===== config.mk =====
export PLATFORM = sky130hd
export DESIGN_NAME = dpram_stream_reader
export DESIGN_NICKNAME = d
export VERILOG_FILES = /design/src/rtl/dpram_stream_pkg.sv /design/src/rtl/stream_skid2.sv /design/src/rtl/dpram_stream_reader.sv
export SDC_FILE = /design/constraint.sdc
export NUM_CORES = 1
export LEC_CHECK = 0
export CAP_MARGIN = 30
export CORE_MARGIN = 10
export CORE_UTILIZATION = 40
export CTS_BUF_LIST = sky130_fd_sc_hd__clkbuf_8
export DETAILED_ROUTE_END_ITERATION = 16
export PLACE_DENSITY_LB_ADDON = 0.15
export SLEW_MARGIN = 20
export SYNTH_ARGS = -nofsm -noshare
export SYNTH_HDL_FRONTEND = slang
export SYNTH_SLANG_ARGS = --single-unit

===== constraint.sdc =====
create_clock -name clock -period 5.17 [get_ports clock]
set_input_delay 1.551 -clock clock [delete_from_list [all_inputs] [get_ports clock]]
set_output_delay 1.551 -clock clock [all_outputs]
set_load 0.01 [all_outputs]

===== src/rtl/dpram_stream_pkg.sv =====
// dpram_stream_pkg: state encoding and skid sizing shared by dpram_stream_reader and stream_skid2
package dpram_stream_pkg;
    typedef enum logic [1:0] {IDLE, RUN, DRAIN} state_t;
    localparam int SKID_DEPTH = 2;
    localparam int SKID_CW = $clog2(SKID_DEPTH + 1);
endpackage


===== src/rtl/stream_skid2.sv =====
// stream_skid2: two-entry in-order buffer; the head register drives out_data/out_valid
module stream_skid2 import dpram_stream_pkg::*; #(
    parameter int DATAWIDTH = 8
) (
    input  logic                 clock,
    input  logic                 reset,
    input  logic                 push,
    input  logic [DATAWIDTH-1:0] push_data,
    input  logic                 pop,
    output logic [DATAWIDTH-1:0] out_data,
    output logic                 out_valid,
    output logic [SKID_CW-1:0]   count
);
    logic [DATAWIDTH-1:0] tail;
    logic [SKID_CW-1:0] slot;
    assign slot = count - SKID_CW'(pop);
    assign out_valid = count != '0;
    always_ff @(posedge clock) begin
        if (reset) begin
            out_data <= '0;
            tail <= '0;
            count <= '0;
        end else begin
            count <= slot + SKID_CW'(push);
            if (pop) out_data <= tail;
            if (push && slot == '0) out_data <= push_data;
            if (push && slot == SKID_CW'(1)) tail <= push_data;
        end
    end
endmodule


===== src/rtl/dpram_stream_reader.sv =====
// dpram_stream_reader: streams a burst of RAM words through a 2-entry skid buffer.
// DPRAM_STREAM_READER_CLEAR_EN: each word read is zeroed on the following port cycle.
module dpram_stream_reader import dpram_stream_pkg::*; #(
    parameter int ADDRWIDTH = 8,
    parameter int DATAWIDTH = 8
) (
    input  logic                 clock,
    input  logic                 reset,
    input  logic                 start,
    input  logic [ADDRWIDTH-1:0] base_addr,
    input  logic [ADDRWIDTH:0]   length,
    output logic                 busy,
    output logic                 done,
    output logic [ADDRWIDTH-1:0] ram_address,
    output logic                 ram_wren,
    output logic [DATAWIDTH-1:0] ram_data,
    input  logic [DATAWIDTH-1:0] ram_q,
    output logic [DATAWIDTH-1:0] out_data,
    output logic                 out_valid,
    input  logic                 out_ready
);
`ifdef DPRAM_STREAM_READER_CLEAR_EN
    localparam bit CLEAR = 1'b1;
`else
    localparam bit CLEAR = 1'b0;
`endif
    state_t state, state_n;
    logic [ADDRWIDTH-1:0] base_q;
    logic [ADDRWIDTH:0] to_issue, to_send;
    logic [SKID_CW-1:0] count;
    logic primed, inflight, wr_phase, accept, issue, pop, last;
    assign busy = state != IDLE;
    assign pop = out_valid && out_ready;
    assign last = pop && to_send == (ADDRWIDTH+1)'(1);
    assign accept = state == IDLE && start && !done;
    assign ram_wren = wr_phase;
    assign ram_data = '0;
    // occupancy is taken net of the word leaving this cycle, so a full-rate stream needs only two slots
    always_comb begin
        issue = state == RUN && primed && !wr_phase &&
                ({1'b0, count} - (SKID_CW+1)'(pop) + (SKID_CW+1)'(inflight)) < (SKID_CW+1)'(SKID_DEPTH);
        state_n = state;
        if (state == IDLE && accept && length != '0) state_n = RUN;
        if (state == RUN && issue && to_issue == (ADDRWIDTH+1)'(1)) state_n = DRAIN;
        if (state == DRAIN && last) state_n = IDLE;
    end
    always_ff @(posedge clock) begin
        if (reset) state <= IDLE;
        else state <= state_n;
    end
    // ram_address is loaded one cycle into RUN; a read counts as issued on the edge the RAM samples it
    always_ff @(posedge clock) begin
        if (reset) begin
            done <= 1'b0;
            ram_address <= '0;
            base_q <= '0;
            to_issue <= '0;
            to_send <= '0;
            primed <= 1'b0;
            inflight <= 1'b0;
            wr_phase <= 1'b0;
        end else begin
            done <= (accept && length == '0) || (state == DRAIN && last);
            inflight <= issue;
            wr_phase <= CLEAR && issue;
            if (accept) begin
                base_q <= base_addr;
                to_issue <= length;
                to_send <= length;
                primed <= 1'b0;
            end
            if (state == RUN && !primed) begin
                ram_address <= base_q;
                primed <= 1'b1;
            end
            if (issue) to_issue <= to_issue - 1'b1;
            if ((issue && !CLEAR) || wr_phase) ram_address <= ram_address + 1'b1;
            if (pop) to_send <= to_send - 1'b1;
        end
    end
    stream_skid2 #(.DATAWIDTH(DATAWIDTH)) u_skid (
        .clock(clock),
        .reset(reset),
        .push(inflight),
        .push_data(ram_q),
        .pop(pop),
        .out_data(out_data),
        .out_valid(out_valid),
        .count(count)
    );
endmodule


==> results by group <==
Outcome
  • Status: finished, final reports clean

Worst setup path
  • Setup crit end kind: register
  • Setup crit start: out_ready
  • CP required: 5.43 ns
  • Worst Setup Start Kind: input port
  • Worst-path fanout max: 20
  • Worst Path Class, Setup: in2reg
  • CP arrival: 4.21 ns
  • Reg2reg start: u_skid.count[1]

CTS
  • # Post-CTS Setup Buffers: 0
  • Skew-Pair Late Insertion Delay: 0.33 ns
  • Clock buffer depth: 2
  • Total CTS buffers: 9
  • H-tree depth: 3
  • Clock root cell: clkbuf_8
  • Post-CTS sizing: 0
  • Worst-path clk slew: 0.06 ns
  • TritonCTS clock tree: yes
  • CTS sink count: 57
  • CTS Hold Bufs: 0

Power and ir drop
  • PwrDens: 293 nW/µm²
  • LEAKAGE: 1.26 nW
  • Maximum VDD drop: 0.202 mV
  • Pwr Total: 1.05 mW

Job
  • MaxCap Viol Count: 0

Yosys
  • Largest cells by area after synthesis: dfxtp_1 40%, nand2_1 7.4%, a21oi_1 4.7%, nor2_1 4.5%, a311oi_1 3.1%
  • Warnings, synthesis: 0
  • Sequential cell area fraction in the yosys report: 40.0%
  • Top cell type's share of synthesized area: 40.0%
  • Mux cell area share after synthesis: 2.81%
  • Synthesized flop and latch total: 57
  • Synth Area in XOR/XNOR: 0.878%
  • Largest family of logic cells by synthesized area: simple AND/OR/NAND/NOR gates
  • Most common flop cell mapped by yosys: dfxtp_1
  • Simple-gate share of the synthesized area: 25.7%
  • Synth cell count leaders: 57 x dfxtp_1, 56 x nand2_1, 34 x nor2_1
  • Post-synth EDFFs: 0
  • Count of different cell masters after synthesis: 57
  • FFs w/ async S/R, synth: 0%
  • Synth Cell Area: 2850 µm²
  • Most numerous cell in the Yosys netlist: dfxtp_1
  • Synth area leader: dfxtp_1
  • Post-Syn Instances: 342
  • Synthesized area per cell: 8.34 µm²
  • Adder-cell share of the synthesized area: 3.77%
  • Synth Area in Compound Gates: 20.4%

Timing
  • Unrepaired setup endpoints after global routing: false
  • Worst Skew: 0.00693 ns
  • Endpoints failing setup: 0
  • Worst rel slew slack: 55.3%
  • Fmax: 253 MHz
  • Pins Over Slew Limit: 0
  • Period minus WS final: 3.95 ns
  • Final hold violation count: 0
  • Worst-Margin Slew: 0.667 ns
  • Period utilisation layout: 76.5%
  • Setup TNS: 0 ns

Route
  • Vias per inst: 5.28
  • Metal2 WL: 3400 µm
  • M1 wire length: 3380 µm
  • Drt drc: 0
  • Wire length per cell: 14.9 µm
  • Top routing layer in use: met4
  • DRT Wirelength: 7260 µm
  • Total number of vias: 2573
  • Initial DRC count: 127
  • Met3 wire len: 436 µm
  • Final ANT Viol Nets: 0
  • Initial DRT Pass Iterations: 4

Final layout
  • Nets: 423
  • Fillers: 660
  • Share of cells above drive strength 1: 9.21%
  • Antenna diodes: 0
  • Post-route insts no fill: 487
  • Area Growth Syn to Fin: 25.2%

Global route
  • Initial antenna violation count: 0
  • Global route total overflow: 0
  • Largest net degree at the start of global routing: 37
  • First-pass GRT wire length: 12000 µm
  • Vias in the first global route: 2470
  • Gr usage total: 13.3%

Die
  • Initial Utilization: 41.5%
  • Die area: 10900 µm²
  • Std-Cell Rows: 30
  • I/O Pins: 57
  • Die width: 104 µm
  • Die height: 104 µm
  • Core Area: 6870 µm²

Placement
  • IO buf count: 47
  • Detail Placement HPWL: 5160 µm
  • Placed Cells: 471
  • Routability cong.: 0.822

Hold path
  • Worst hold path type: reg2reg
  • HP Start: base_q[3]
## power by group
part	switching (mW)	internal, mW	total (mW)
combinational	0.0773	0.0648	0.142
clock	0.179	0.247	0.426
sequential	0.0184	0.460	0.478
## state kept, by name, summed over array words and instances (netlist names)
name and cells:
u_skid.tail 8, u_skid.count 2, done 1, to_send 9, u_skid.out_data 8, base_q 8
state 2, inflight 1, to_issue 9, ram_address 8, primed 1
## cell families (layout without fill, tap and decap cells)
logic type	count (synthesis)	count (layout)
xor+xnor	2	2
buf+inv	35	76
other cells	1	9
simple gates	149	149
flops	57	57
fa+ha+maj	8	8
mux	8	8
compound gates	82	82
## final timing paths
check                           slack, ns  cells past startpoint             end
worst max register to register       2.40                      8  ram_address[5]
worst min-delay path                 0.46                      2       base_q[3]
worst min register to register       0.46                      2       base_q[3]
worst max-delay path                 1.22                      9  ram_address[5]
## per-layer routing
metal | GRT usage, % | vias up
li1 | - | 1306
met1 | 16.1 | 1208
met2 | 21.4 | 55
met3 | 5.27 | 4
met4 | 2.98 | 0
met5 | 0 | -
## final cells by class
type | count | area, µm² | share of cell area (%)
clock buffer | 11 | 151 | 4.24
clock inverter | 5 | 53.8 | 1.51
inverter | 10 | 37.5 | 1.05
multi-input combinational | 258 | 1570 | 43.9
sequential | 57 | 1140 | 32.0
tap | 96 | 120 | 3.36
timing repair buffer | 50 | 500 | 14.0
## cells in the final DEF, fill, tap and decap left out, types with 3 or more instances in the layout
cell type,synthesis,routed
dfxtp_1,57,57
nor4_1,5,5
clkinv_2,0,3
nor3_1,6,6
or3_1,5,5
a22oi_1,5,5
nand3b_1,3,3
ha_1,7,7
nand3_1,9,9
inv_1,10,10
or2_2,4,4
nand2_1,56,56
mux2i_1,8,8
conb_1,1,9
a311oi_1,10,10
o21a_1,3,3
o311ai_0,7,7
clkdlybuf4s50_1,0,46
a31oi_1,9,9
nand4_1,3,3
nor2_1,34,34
a21oi_1,27,27
clkbuf_8,0,11
o211ai_1,3,3
or4_1,3,3
nand2b_1,8,8
## critical path, stage by stage
cell and delay [ns]:
clkdlybuf4s50_1 0.51, nand3b_1 0.22, nand2_1 0.16, nand2_1 0.08, fa_1 0.41, xnor2_2 0.28
nand2_2 0.28, or4_1 0.56, a31oi_1 0.16
## metrics by stage
step	hold slack, ns	cell area (µm²)	setup WS [ns]	util, %
after floorplan	0.436	2880	1.67	-
after global placement	0.449	3340	0.948	48.6
after detailed placement	0.453	3370	0.889	49.0
after CTS	0.462	3570	1.24	52.0
after global routing	0.480	3570	1.04	52.0
final	0.463	3570	1.22	52.0
No activity file was read; power rests on OpenSTA's default activity.
